File: src/rtl/spi_master_query_pkg.sv
// Shared definitions for the SPI mode-0 query master: FSM state encoding,
// default timing constants and a counter-width helper.
package spi_master_query_pkg;

  // Top-level transaction states
  typedef enum logic [2:0] {
    IDLE  = 3'd0,
    SETUP = 3'd1,
    SHIFT = 3'd2,
    GAP   = 3'd3,
    HOLD  = 3'd4,
    DONE  = 3'd5
  } stateT;

  localparam int DEF_DATAWIDTH = 8;
  localparam int DEF_CLK_DIV   = 25;  // 1 MHz SCK from 50 MHz
  localparam int DEF_MAX_BYTES = 16;
  localparam int DEF_CNT_WIDTH = 5;
  localparam int DEF_SS_SETUP  = 4;
  localparam int DEF_BYTE_GAP  = 50;
  localparam logic [7:0] DEF_TX_FILL = 8'h00;

  // Bits needed to hold the values 0..maxVal (at least one bit)
  function automatic int widthFor(input int maxVal);
    return (maxVal < 1) ? 1 : $clog2(maxVal + 1);
  endfunction

endpackage

File: src/rtl/spi_master_byte_engine.sv
// Byte shifter for the SPI mode-0 master: SCK divider, TX/RX shift registers.
// One 'start' pulse clocks out a full frame; 'byteDone' is high during the
// last cycle of the frame (the cycle whose closing edge is the final SCK fall).
module spi_master_byte_engine
  import spi_master_query_pkg::*;
#(
  parameter int DATAWIDTH_BUS = DEF_DATAWIDTH,
  parameter int CLK_DIV       = DEF_CLK_DIV
) (
  input  logic                     clk,
  input  logic                     srst,
  input  logic                     load,
  input  logic [DATAWIDTH_BUS-1:0] txByte,
  input  logic                     start,
  input  logic                     miso,
  output logic                     sck,
  output logic                     mosi,
  output logic                     byteDone,
  output logic [DATAWIDTH_BUS-1:0] rxByte
);

  localparam int DIV_W = widthFor(CLK_DIV - 1);
  localparam int BIT_W = widthFor(DATAWIDTH_BUS - 1);

  logic                     activeReg;
  logic                     sckReg;
  logic [DIV_W-1:0]         divCntReg;
  logic [BIT_W-1:0]         bitCntReg;
  logic [DATAWIDTH_BUS-1:0] txShiftReg;
  logic [DATAWIDTH_BUS-1:0] rxShiftReg;
  logic                     edgeDue;
  logic                     fallDue;

  // An SCK edge happens when the half-period divider expires
  assign edgeDue  = activeReg && (divCntReg == DIV_W'(CLK_DIV - 1));
  assign fallDue  = edgeDue && sckReg;
  assign byteDone = fallDue && (bitCntReg == BIT_W'(DATAWIDTH_BUS - 1));

  assign sck    = sckReg;
  assign mosi   = txShiftReg[DATAWIDTH_BUS-1];
  assign rxByte = rxShiftReg;

  // Divider, SCK toggle, MISO capture on rise, MOSI shift on fall
  always_ff @(posedge clk) begin
    if (srst) begin
      activeReg  <= 1'b0;
      sckReg     <= 1'b0;
      divCntReg  <= '0;
      bitCntReg  <= '0;
      txShiftReg <= '0;
      rxShiftReg <= '0;
    end else begin
      if (start) begin
        activeReg <= 1'b1;
        sckReg    <= 1'b0;
        divCntReg <= '0;
        bitCntReg <= '0;
      end else if (activeReg) begin
        if (edgeDue) begin
          divCntReg <= '0;
          sckReg    <= ~sckReg;
          if (!sckReg) begin
            rxShiftReg <= {rxShiftReg[DATAWIDTH_BUS-2:0], miso};
          end else begin
            bitCntReg <= bitCntReg + BIT_W'(1);  // wraps to 0 after the last bit
            if (byteDone) begin
              activeReg <= 1'b0;
            end
          end
        end else begin
          divCntReg <= divCntReg + DIV_W'(1);
        end
      end

      // A load (next byte) wins over the final shift of the current byte
      if (load) begin
        txShiftReg <= txByte;
      end else if (fallDue) begin
        txShiftReg <= {txShiftReg[DATAWIDTH_BUS-2:0], 1'b0};
      end
    end
  end

endmodule

File: src/rtl/spi_master_query.sv
// SPI mode-0 query master: sends a command byte, then clocks N fill bytes
// and hands each received response byte to the local requester.
// Optional abort support is built when SPI_MASTER_QUERY_ABORT_EN is defined.
module spi_master_query
  import spi_master_query_pkg::*;
#(
  parameter int DATAWIDTH_BUS = DEF_DATAWIDTH,
  parameter int CLK_DIV       = DEF_CLK_DIV,
  parameter int MAX_BYTES     = DEF_MAX_BYTES,
  parameter int CNT_WIDTH     = DEF_CNT_WIDTH,
  parameter int SS_SETUP      = DEF_SS_SETUP,
  parameter int BYTE_GAP      = DEF_BYTE_GAP,
  parameter logic [DATAWIDTH_BUS-1:0] TX_FILL = DATAWIDTH_BUS'(DEF_TX_FILL)
) (
  input  logic                     SPI_MASTER_QUERY_CLOCK_50,
  input  logic                     SPI_MASTER_QUERY_RESET_InHigh,
  input  logic                     SPI_MASTER_QUERY_START_In,
  input  logic [DATAWIDTH_BUS-1:0] SPI_MASTER_QUERY_CMD_InBus,
  input  logic [CNT_WIDTH-1:0]     SPI_MASTER_QUERY_NBYTES_InBus,
  input  logic                     SPI_MASTER_QUERY_MISO_In,
`ifdef SPI_MASTER_QUERY_ABORT_EN
  input  logic                     SPI_MASTER_QUERY_ABORT_In,
  output logic                     SPI_MASTER_QUERY_ABORTED_Out,
`endif
  output logic                     SPI_MASTER_QUERY_SCK_Out,
  output logic                     SPI_MASTER_QUERY_MOSI_Out,
  output logic                     SPI_MASTER_QUERY_SS_OutLow,
  output logic [DATAWIDTH_BUS-1:0] SPI_MASTER_QUERY_RXDATA_OutBus,
  output logic                     SPI_MASTER_QUERY_RXVALID_Out,
  output logic                     SPI_MASTER_QUERY_BUSY_Out,
  output logic                     SPI_MASTER_QUERY_DONE_Out
);

  localparam int CYC_MAX = (SS_SETUP > BYTE_GAP) ? SS_SETUP : BYTE_GAP;
  localparam int CYC_W   = widthFor(CYC_MAX);

  logic clk;
  logic srst;
  assign clk  = SPI_MASTER_QUERY_CLOCK_50;
  assign srst = SPI_MASTER_QUERY_RESET_InHigh;

  stateT                    stateReg, stateNext;
  logic [CYC_W-1:0]         cycCntReg, cycCntNext;
  logic [CNT_WIDTH-1:0]     nBytesReg;
  logic [CNT_WIDTH-1:0]     byteIdxReg;   // index of the byte on the wire; 0 = command
  logic [CNT_WIDTH-1:0]     nBytesClamped;
  logic [DATAWIDTH_BUS-1:0] rxDataReg;
  logic                     rxValidReg;
  logic                     ssReg;
  logic                     busyReg;
  logic                     doneReg;
  logic                     startAccept;
  logic                     abortTake;

  logic                     engLoad;
  logic                     engStart;
  logic [DATAWIDTH_BUS-1:0] engTxByte;
  logic                     engSck;
  logic                     engMosi;
  logic                     byteDone;
  logic [DATAWIDTH_BUS-1:0] engRxByte;

  assign startAccept   = (stateReg == IDLE) && SPI_MASTER_QUERY_START_In;
  assign nBytesClamped = (SPI_MASTER_QUERY_NBYTES_InBus > CNT_WIDTH'(MAX_BYTES)) ?
                         CNT_WIDTH'(MAX_BYTES) : SPI_MASTER_QUERY_NBYTES_InBus;

  spi_master_byte_engine #(
    .DATAWIDTH_BUS (DATAWIDTH_BUS),
    .CLK_DIV       (CLK_DIV)
  ) uEngine (
    .clk      (clk),
    .srst     (srst),
    .load     (engLoad),
    .txByte   (engTxByte),
    .start    (engStart),
    .miso     (SPI_MASTER_QUERY_MISO_In),
    .sck      (engSck),
    .mosi     (engMosi),
    .byteDone (byteDone),
    .rxByte   (engRxByte)
  );

  // Next-state logic, engine handshakes and phase-counter update
  always_comb begin
    stateNext = stateReg;
    engLoad   = 1'b0;
    engStart  = 1'b0;
    engTxByte = SPI_MASTER_QUERY_CMD_InBus;
    case (stateReg)
      IDLE: begin
        if (SPI_MASTER_QUERY_START_In) begin
          stateNext = SETUP;
          engLoad   = 1'b1;
        end
      end
      SETUP: begin
        if (abortTake) begin
          stateNext = HOLD;
        end else if (cycCntReg == CYC_W'(SS_SETUP - 1)) begin
          stateNext = SHIFT;
          engStart  = 1'b1;
        end
      end
      SHIFT: begin
        if (byteDone) begin
          if (abortTake || (byteIdxReg == nBytesReg)) begin
            stateNext = HOLD;
          end else begin
            stateNext = GAP;
            engLoad   = 1'b1;
            engTxByte = TX_FILL;
          end
        end
      end
      GAP: begin
        if (abortTake) begin
          stateNext = HOLD;
        end else if (cycCntReg == CYC_W'(BYTE_GAP - 1)) begin
          stateNext = SHIFT;
          engStart  = 1'b1;
        end
      end
      HOLD: begin
        if (cycCntReg == CYC_W'(SS_SETUP - 1)) begin
          stateNext = DONE;
        end
      end
      DONE: begin
        stateNext = IDLE;
      end
      default: begin
        stateNext = IDLE;
      end
    endcase

    // Phase counter restarts on every state change and is unused in SHIFT
    if ((stateNext != stateReg) || (stateReg == SHIFT)) begin
      cycCntNext = '0;
    end else begin
      cycCntNext = cycCntReg + CYC_W'(1);
    end
  end

  // State register, byte bookkeeping and registered link/handshake outputs
  always_ff @(posedge clk) begin
    if (srst) begin
      stateReg   <= IDLE;
      cycCntReg  <= '0;
      nBytesReg  <= '0;
      byteIdxReg <= '0;
      rxDataReg  <= '0;
      rxValidReg <= 1'b0;
      ssReg      <= 1'b1;
      busyReg    <= 1'b0;
      doneReg    <= 1'b0;
    end else begin
      stateReg   <= stateNext;
      cycCntReg  <= cycCntNext;
      rxValidReg <= 1'b0;
      if (startAccept) begin
        nBytesReg  <= nBytesClamped;
        byteIdxReg <= '0;
      end
      if ((stateReg == SHIFT) && byteDone) begin
        // The byte clocked during the command carries nothing useful
        if (byteIdxReg != '0) begin
          rxDataReg  <= engRxByte;
          rxValidReg <= 1'b1;
        end
        if (stateNext == GAP) begin
          byteIdxReg <= byteIdxReg + CNT_WIDTH'(1);
        end
      end
      ssReg   <= (stateNext == IDLE) || (stateNext == DONE);
      busyReg <= (stateNext != IDLE);
      doneReg <= (stateNext == DONE);
    end
  end

`ifdef SPI_MASTER_QUERY_ABORT_EN
  logic abortPendReg;
  logic abortedFlagReg;
  logic abortedReg;

  // Abort acts immediately between bytes; during a byte it waits for the boundary
  always_comb begin
    abortTake = 1'b0;
    if ((stateReg == SETUP) || (stateReg == GAP)) begin
      abortTake = SPI_MASTER_QUERY_ABORT_In;
    end else if ((stateReg == SHIFT) && byteDone) begin
      abortTake = SPI_MASTER_QUERY_ABORT_In || abortPendReg;
    end
  end

  // Latch abort requests seen mid-byte and remember an honoured abort until DONE
  always_ff @(posedge clk) begin
    if (srst) begin
      abortPendReg   <= 1'b0;
      abortedFlagReg <= 1'b0;
      abortedReg     <= 1'b0;
    end else begin
      if ((stateReg == SHIFT) && !byteDone) begin
        abortPendReg <= abortPendReg || SPI_MASTER_QUERY_ABORT_In;
      end else begin
        abortPendReg <= 1'b0;
      end
      if (stateReg == IDLE) begin
        abortedFlagReg <= 1'b0;
      end else if (abortTake) begin
        abortedFlagReg <= 1'b1;
      end
      abortedReg <= (stateNext == DONE) && abortedFlagReg;
    end
  end

  assign SPI_MASTER_QUERY_ABORTED_Out = abortedReg;
`else
  assign abortTake = 1'b0;
`endif

  assign SPI_MASTER_QUERY_SCK_Out       = engSck;
  assign SPI_MASTER_QUERY_MOSI_Out      = engMosi;
  assign SPI_MASTER_QUERY_SS_OutLow     = ssReg;
  assign SPI_MASTER_QUERY_RXDATA_OutBus = rxDataReg;
  assign SPI_MASTER_QUERY_RXVALID_Out   = rxValidReg;
  assign SPI_MASTER_QUERY_BUSY_Out      = busyReg;
  assign SPI_MASTER_QUERY_DONE_Out      = doneReg;

endmodule

File: config.mk
export PLATFORM = sky130hd
export DESIGN_NAME = spi_master_query
export DESIGN_NICKNAME = d
export VERILOG_FILES = /design/src/rtl/spi_master_query_pkg.sv /design/src/rtl/spi_master_byte_engine.sv /design/src/rtl/spi_master_query.sv
export SDC_FILE = /design/constraint.sdc
export NUM_CORES = 1
export LEC_CHECK = 0
export ABC_AREA = 1
export BUFFER_PORTS_ARGS = -buffer_cell sky130_fd_sc_hd__buf_2
export CAP_MARGIN = 30
export CORE_UTILIZATION = 50
export DETAILED_ROUTE_END_ITERATION = 16
export GPL_TIMING_DRIVEN = 0
export PLACE_DENSITY = 0.7
export SETUP_SLACK_MARGIN = 0.4
export SKIP_CTS_REPAIR_TIMING = 1
export SYNTH_ARGS = -nofsm -noshare
export SYNTH_HDL_FRONTEND = slang
export SYNTH_SLANG_ARGS = --single-unit
File: constraint.sdc
create_clock -name SPI_MASTER_QUERY_CLOCK_50 -period 1.9 [get_ports SPI_MASTER_QUERY_CLOCK_50]
set_input_delay 0.19 -clock SPI_MASTER_QUERY_CLOCK_50 [delete_from_list [all_inputs] [get_ports SPI_MASTER_QUERY_CLOCK_50]]
set_output_delay 0.19 -clock SPI_MASTER_QUERY_CLOCK_50 [all_outputs]
set_load 0.01 [all_outputs]
==> flow_summary.json, run 1 <==
{
  "hpwlAfterDp_um": 3670,
  "overflow": 0,
  "leakage_uw": 0.00151,
  "ys_ff_latch": 57,
  "critPathCaptureType": "flop",
  "max_freq_mhz": 575,
  "slowest_stage": "dfxtp_2",
  "portBuffers": 29,
  "syn_nets": 365,
  "row_count": 25,
  "critPathArrivalTime_ps": 1960,
  "tightestPinTransition_ps": 558,
  "drc": 0,
  "p_per_area_nw_per_um2": 729,
  "final_antenna_net_count": 0,
  "synth_top_area_frac": 0.437,
  "drive_gt1_frac": 0.344,
  "critPathBufInv": 4,
  "tritoncts": "built",
  "path_max_fanout": 4,
  "finalHoldViolCount": 0,
  "wl_um": 5900,
  "final.min_clock_period_ps": 1740,
  "core_area_um2": 4880,
  "crit_family": "simple AND/OR/NAND/NOR gates",
  "final_cell_mix": "nand2_1 (56), dfxtp_1 (50), inv_1 (39)",
  "relSlewSlack": 0.628,
  "die-area_um2": 5520,
  "grt_max_degree": 11,
  "vias": 2349,
  "synth_cell_types": 34,
  "cts-root-buf": "clkbuf_8",
  "grt_first_pass_wirelength_um": 8670,
  "status": "completed",
  "ir_worst_vdd_mv": 0.452,
  "wire_per_inst_um": 12.4,
  "die_w_um": 74.3,
  "layout_commonest_cell": "nand2_1",
  "cp_data_required_time_ps": 2120,
  "finClkSkew_ps": 8.73,
  "synth_cells": 340,
  "path_class": "reg2reg",
  "viasPerCell": 4.92,
  "critPathLaunchType": "flop",
  "cts.path.max_buffers": 2,
  "synth.area.top_cells": "dfxtp_1 (44%), nand2_1 (8.5%), inv_1 (6.3%)",
  "clkLatencyLatePin_ps": 330,
  "rsz0062_at_grt": "yes",
  "slew_viol_final": 0,
  "nNetsFinal": 431,
  "hp-class": "in2reg",
  "avgSynthCellArea_um2": 7.69,
  "setup_viol": 0,
  "htreeDepth": 3,
  "critPathMaxStageDelay_ps": 330,
  "syn_area_um2": 2610,
  "pin_count": 31,
  "cp_common_cell": "nor2_4",
  "firstDrtPassIters": 4,
  "track_usage": 0.208,
  "period_share": 0.915,
  "gp_congestion": 0.786,
  "antenna_found_initial": 0,
  "drt_iter0_drc": 67,
  "setup_tns_ps": 0,
  "n_antenna_cell": 0,
  "final_util": 0.714,
  "grt_pass1_vias": 2023,
  "synth.yosys.seq_area_share": 0.437,
  "crit_chain": "inv_4 -> ha_4 -> inv_2 -> nor2_4 -> nand3_4 -> nor2_4 -> nand2_4 -> nor2_4 -> nor2_4 -> buf_12 -> o21ai_1 -> nand2_1 -> inv_1 -> nor2_1",
  "die_y_um": 74.3,
  "syn_to_final_growth_pct": 33.3,
  "clk_pin_slew_ps": 70,
  "ys.warnings.count": 0,
  "start_util": 0.536,
  "numCtsBuffers": 9,
  "yosysTopAreaCell": "dfxtp_1",
  "cap_violations": 0,
  "cts.sinks": 57
}
-- cell type report --
type	instances	area (µm²)
plain buffers	9	55.1
clock inverters	2	12.5
clock buffers	13	169
multi-input cells	227	1430
flip-flops and latches	57	1150
repair buffers	54	388
well taps	67	83.8
inverters	48	189
fillers	398	1400
-- worst register-to-register path: stages (launching register included) --
cell and delay (ps):
dfxtp_2 330, inv_4 70, ha_4 120, inv_2 30, nor2_4 130, nand3_4 110
nor2_4 160, nand2_4 90, nor2_4 130, nor2_4 60, buf_12 130, o21ai_1 80
nand2_1 80, inv_1 60, nor2_1 50
-- registers in the layout (all words and copies together) (netlist names), 3 cells and up --
name and count:
uEngine.rxByte 8, byteIdxReg 5, uEngine.txShiftReg 8, stateReg 3
nBytesReg 5, cycCntReg 6, uEngine.divCntReg 5, SPI_MASTER_QUERY_RXDATA_OutBus 8
uEngine.bitCntReg 3
-- cell usage after synthesis, drive strengths merged --
master,number
inv,47
xnor2,5
nor4,3
nand2,67
dfxtp,57
ha,8
nor2,40
nand3,14
o41ai,1
nor3b,1
nor3,8
clkbuf,5
xor2,7
a211oi,1
nand4,1
clkinv,1
and2,1
o21ai,36
a21oi,32
buf,4
a22oi,1
-- path summary, 6_finish.rpt --
kind / startpoint / to / slack (ps) / depth (start not counted)
max: uEngine.divCntReg[1] / uEngine.txShiftReg[2] / 160 / 14
min: SPI_MASTER_QUERY_NBYTES_InBus[0] / nBytesReg[0] / 120 / 3
max reg2reg: uEngine.divCntReg[1] / uEngine.txShiftReg[2] / 160 / 14
min reg2reg: cycCntReg[0] / cycCntReg[0] / 440 / 1
-- power breakdown --
part	switching, µW	internal [µW]	total, µW	leakage (µW)
logic	150	110	260	0.000949
registers	21.4	1230	1250	0.000466
clock network	459	571	1030	0.0000915
-- layer usage --
| metal | wire, µm | part of all wire | up-vias | GRT usage |
|---|---|---|---|---|
| li1 | - | - | 1228 | - |
| met1 | 2620 | 0.44 | 1079 | 0.257 |
| met2 | 3010 | 0.51 | 38 | 0.345 |
| met3 | 215 | 0.036 | 4 | 0.0393 |
| met4 | 48 | 0.0081 | 0 | 0.107 |
| met5 | 0 | 0 | - | 0 |
-- through the flow --
| stage | setup WS [ps] | cells | cell area (µm²) | hold WS (ps) | total power [µW] |
|---|---|---|---|---|---|
| after global routing | 36.0 | 477 | 3480 | 139 | 2640 |
| after CTS | 190 | 451 | 3050 | 108 | 2490 |
| final | 162 | 477 | 3480 | 119 | 2540 |
| after floorplan | 407 | 340 | 2640 | 331 | 1410 |
| after detailed placement | 210 | 436 | 2870 | 439 | 1470 |
| after global placement | 229 | 436 | 2870 | 434 | 1460 |
-- cells by family after synthesis --
logic type | Yosys count | synth area share
xor+xnor | 12 | 0.0402
flops | 57 | 0.437
buf+inv | 57 | 0.0866
simple gates | 135 | 0.255
fa+ha+maj | 8 | 0.0383
compound gates | 71 | 0.144
Note: power is estimated with default switching activity, not from simulation.
==> inputs of run 2 (changes only) <==
--- a/config.mk
+++ b/config.mk
@@ -12,6 +12,7 @@
 export DETAILED_ROUTE_END_ITERATION = 16
 export GPL_TIMING_DRIVEN = 0
 export PLACE_DENSITY = 0.7
+export RECOVER_POWER = 50
 export SETUP_SLACK_MARGIN = 0.4
 export SKIP_CTS_REPAIR_TIMING = 1
 export SYNTH_ARGS = -nofsm -noshare
==> run 2 against run 1 <==
  * Hold slack got worse by 0.91 ps
  * Critical path depth fell by 5
  * Final area fell by 2.0%
  * Largest power group unchanged
  * Global-route usage did not move
  * Clock power barely moved
  * Clock-buffer cell count did not move
  * Clock skew rose by 2.1 ps
  * Sequential share of layout area rose by 0.56 points
  * Worst setup slack got worse by 6.3 ps
==> flow_summary.json, run 2 (synthesized netlist as in run 1, its figures left out) <==
{
  "cp_common_cell": "a21oi_1",
  "drc": 0,
  "power.switching_uw": 625,
  "grt_pass1_vias": 2023,
  "busiest_layer": "met2",
  "regArea_um2": 1150,
  "die_w_um": 74.3,
  "grt_max_degree": 11,
  "critPathArrivalTime_ps": 1990,
  "path_max_fanout": 7,
  "num-fill-cells": 420,
  "relSlewSlack": 0.633,
  "p_int_uw": 1900,
  "start_util": 0.536,
  "clkLatencyLatePin_ps": 330,
  "portBuffers": 29,
  "wire_per_inst_um": 12.3,
  "row_count": 25,
  "layout_commonest_cell": "nand2_1",
  "critPathMaxStageDelay_ps": 340,
  "firstDrtPassIters": 4,
  "htreeDepth": 3,
  "setup_viol": 0,
  "pin_count": 31,
  "core_area_um2": 4880,
  "clkPwrFrac": 0.407,
  "finClkSkew_ps": 10.8,
  "cts.sinks": 57,
  "path_class": "reg2reg",
  "n_antenna_cell": 0,
  "finalHoldViolCount": 0,
  "stdcell_count": 477,
  "use_met3": 0.0393,
  "tightestPinTransition_ps": 551,
  "syn_to_final_growth_pct": 30.6,
  "die_y_um": 74.3,
  "overflow": 0,
  "period_share": 0.918,
  "final_antenna_net_count": 0,
  "final.min_clock_period_ps": 1740,
  "setup_tns_ps": 0,
  "critPathLaunchType": "flop",
  "hpwlAfterDp_um": 3670,
  "die-area_um2": 5520,
  "cts-root-buf": "clkbuf_8",
  "grt_first_pass_wirelength_um": 8670,
  "seq_power_share": 0.495,
  "cp_data_required_time_ps": 2150,
  "nNetsFinal": 431,
  "viasPerCell": 4.89,
  "gr-usage-met1": 0.257,
  "drive_gt1_frac": 0.285,
  "cts.path.max_buffers": 2,
  "wl_um": 5890,
  "numCtsBuffers": 9,
  "ir_worst_vdd_mv": 0.451,
  "slowest_stage": "dfxtp_1",
  "status": "completed",
  "antenna_found_initial": 0,
  "switching_share": 0.247,
  "hold-worst-slack_ps": 118,
  "rsz0062_at_grt": "yes",
  "track_usage": 0.208,
  "multiInputGateArea_um2": 1400,
  "max_freq_mhz": 573,
  "clk_pin_slew_ps": 70,
  "vias": 2334,
  "crit_chain": "clkbuf_1 -> ha_4 -> nand4_1 -> nor2_1 -> a21oi_1 -> nand2_1 -> buf_6 -> o21ai_2 -> a21oi_1",
  "dp.cells": 436,
  "tritoncts": "built",
  "met2_usage": 0.345,
  "drt_iter0_drc": 81,
  "cap_violations": 0,
  "hp-class": "in2reg",
  "power_frac_comb": 0.099,
  "total_power_uw": 2530,
  "slew_viol_final": 0,
  "gp_congestion": 0.786,
  "leakage_uw": 0.00143,
  "final_cell_mix": "nand2_1 (58), dfxtp_1 (51), inv_1 (39)",
  "p_per_area_nw_per_um2": 740,
  "critPathCaptureType": "flop"
}
run 2: cell types whose count changed in the layout (fill, tap and decap cells not counted), moves of 2 or more:
| cell | previous run | this run |
|---|---|---|
| nand2_1 | 56 | 58 |
| nor2_1 | 30 | 32 |
| a21oi_1 | 21 | 23 |
| clkbuf_1 | 4 | 21 |
| buf_2 | 30 | 16 |
run 2: area by class of cell:
type / count / area share
Multi-Input combinational cell: 227 / 0.409
Tap cell: 67 / 0.0246
Inverter: 48 / 0.0553
Timing Repair Buffer: 54 / 0.105
Sequential cell: 57 / 0.337
Clock inverter: 2 / 0.00366
Buffer: 9 / 0.0158
Clock buffer: 13 / 0.0495
run 2: worst paths after layout:
path                               startpoint                 to  slack (ps)  cells past startpoint
min reg2reg                      cycCntReg[0]       cycCntReg[0]         440                      1
max reg2reg                      cycCntReg[1]  uEngine.rxByte[6]         160                      9
max                              cycCntReg[1]  uEngine.rxByte[6]         160                      9
min          SPI_MASTER_QUERY_NBYTES_InBus[0]       nBytesReg[0]         120                      3
run 2: stage by stage:
stage,util,area (µm²),setup WS (ps)
2_1_floorplan,-,2640,407
3_3_place_gp,0.589,2870,229
3_5_place_dp,0.589,2870,210
4_1_cts,0.626,3050,190
5_1_grt,0.700,3410,33.8
6_report,0.700,3410,155
run 2: worst max-delay path: cells and delay by family, from the launching register on:
family                     cells  cell delay, ps
AOI/OAI and AO/OA              3             310
and+or+nand+nor                3             520
buffers and inverters          2             320
DFF                            1             340
adders and majority gates      1             160
run 2: power groups by stage:
| stage | Combinational (µW) | Clock, µW | Sequential [µW] |
|---|---|---|---|
| final | 249 | 1030 | 1250 |
| after detailed placement | 196 | 0 | 1270 |
| after global placement | 193 | 0 | 1270 |
| after floorplan | 138 | 0 | 1270 |
| after CTS | 198 | 1050 | 1250 |
| after global routing | 282 | 1100 | 1250 |
run 2: per-layer routing:
metal,up-vias,wire (µm)
met3,5,175
li1,1227,-
met5,-,0
met4,0,54
met1,1072,2680
met2,30,2980
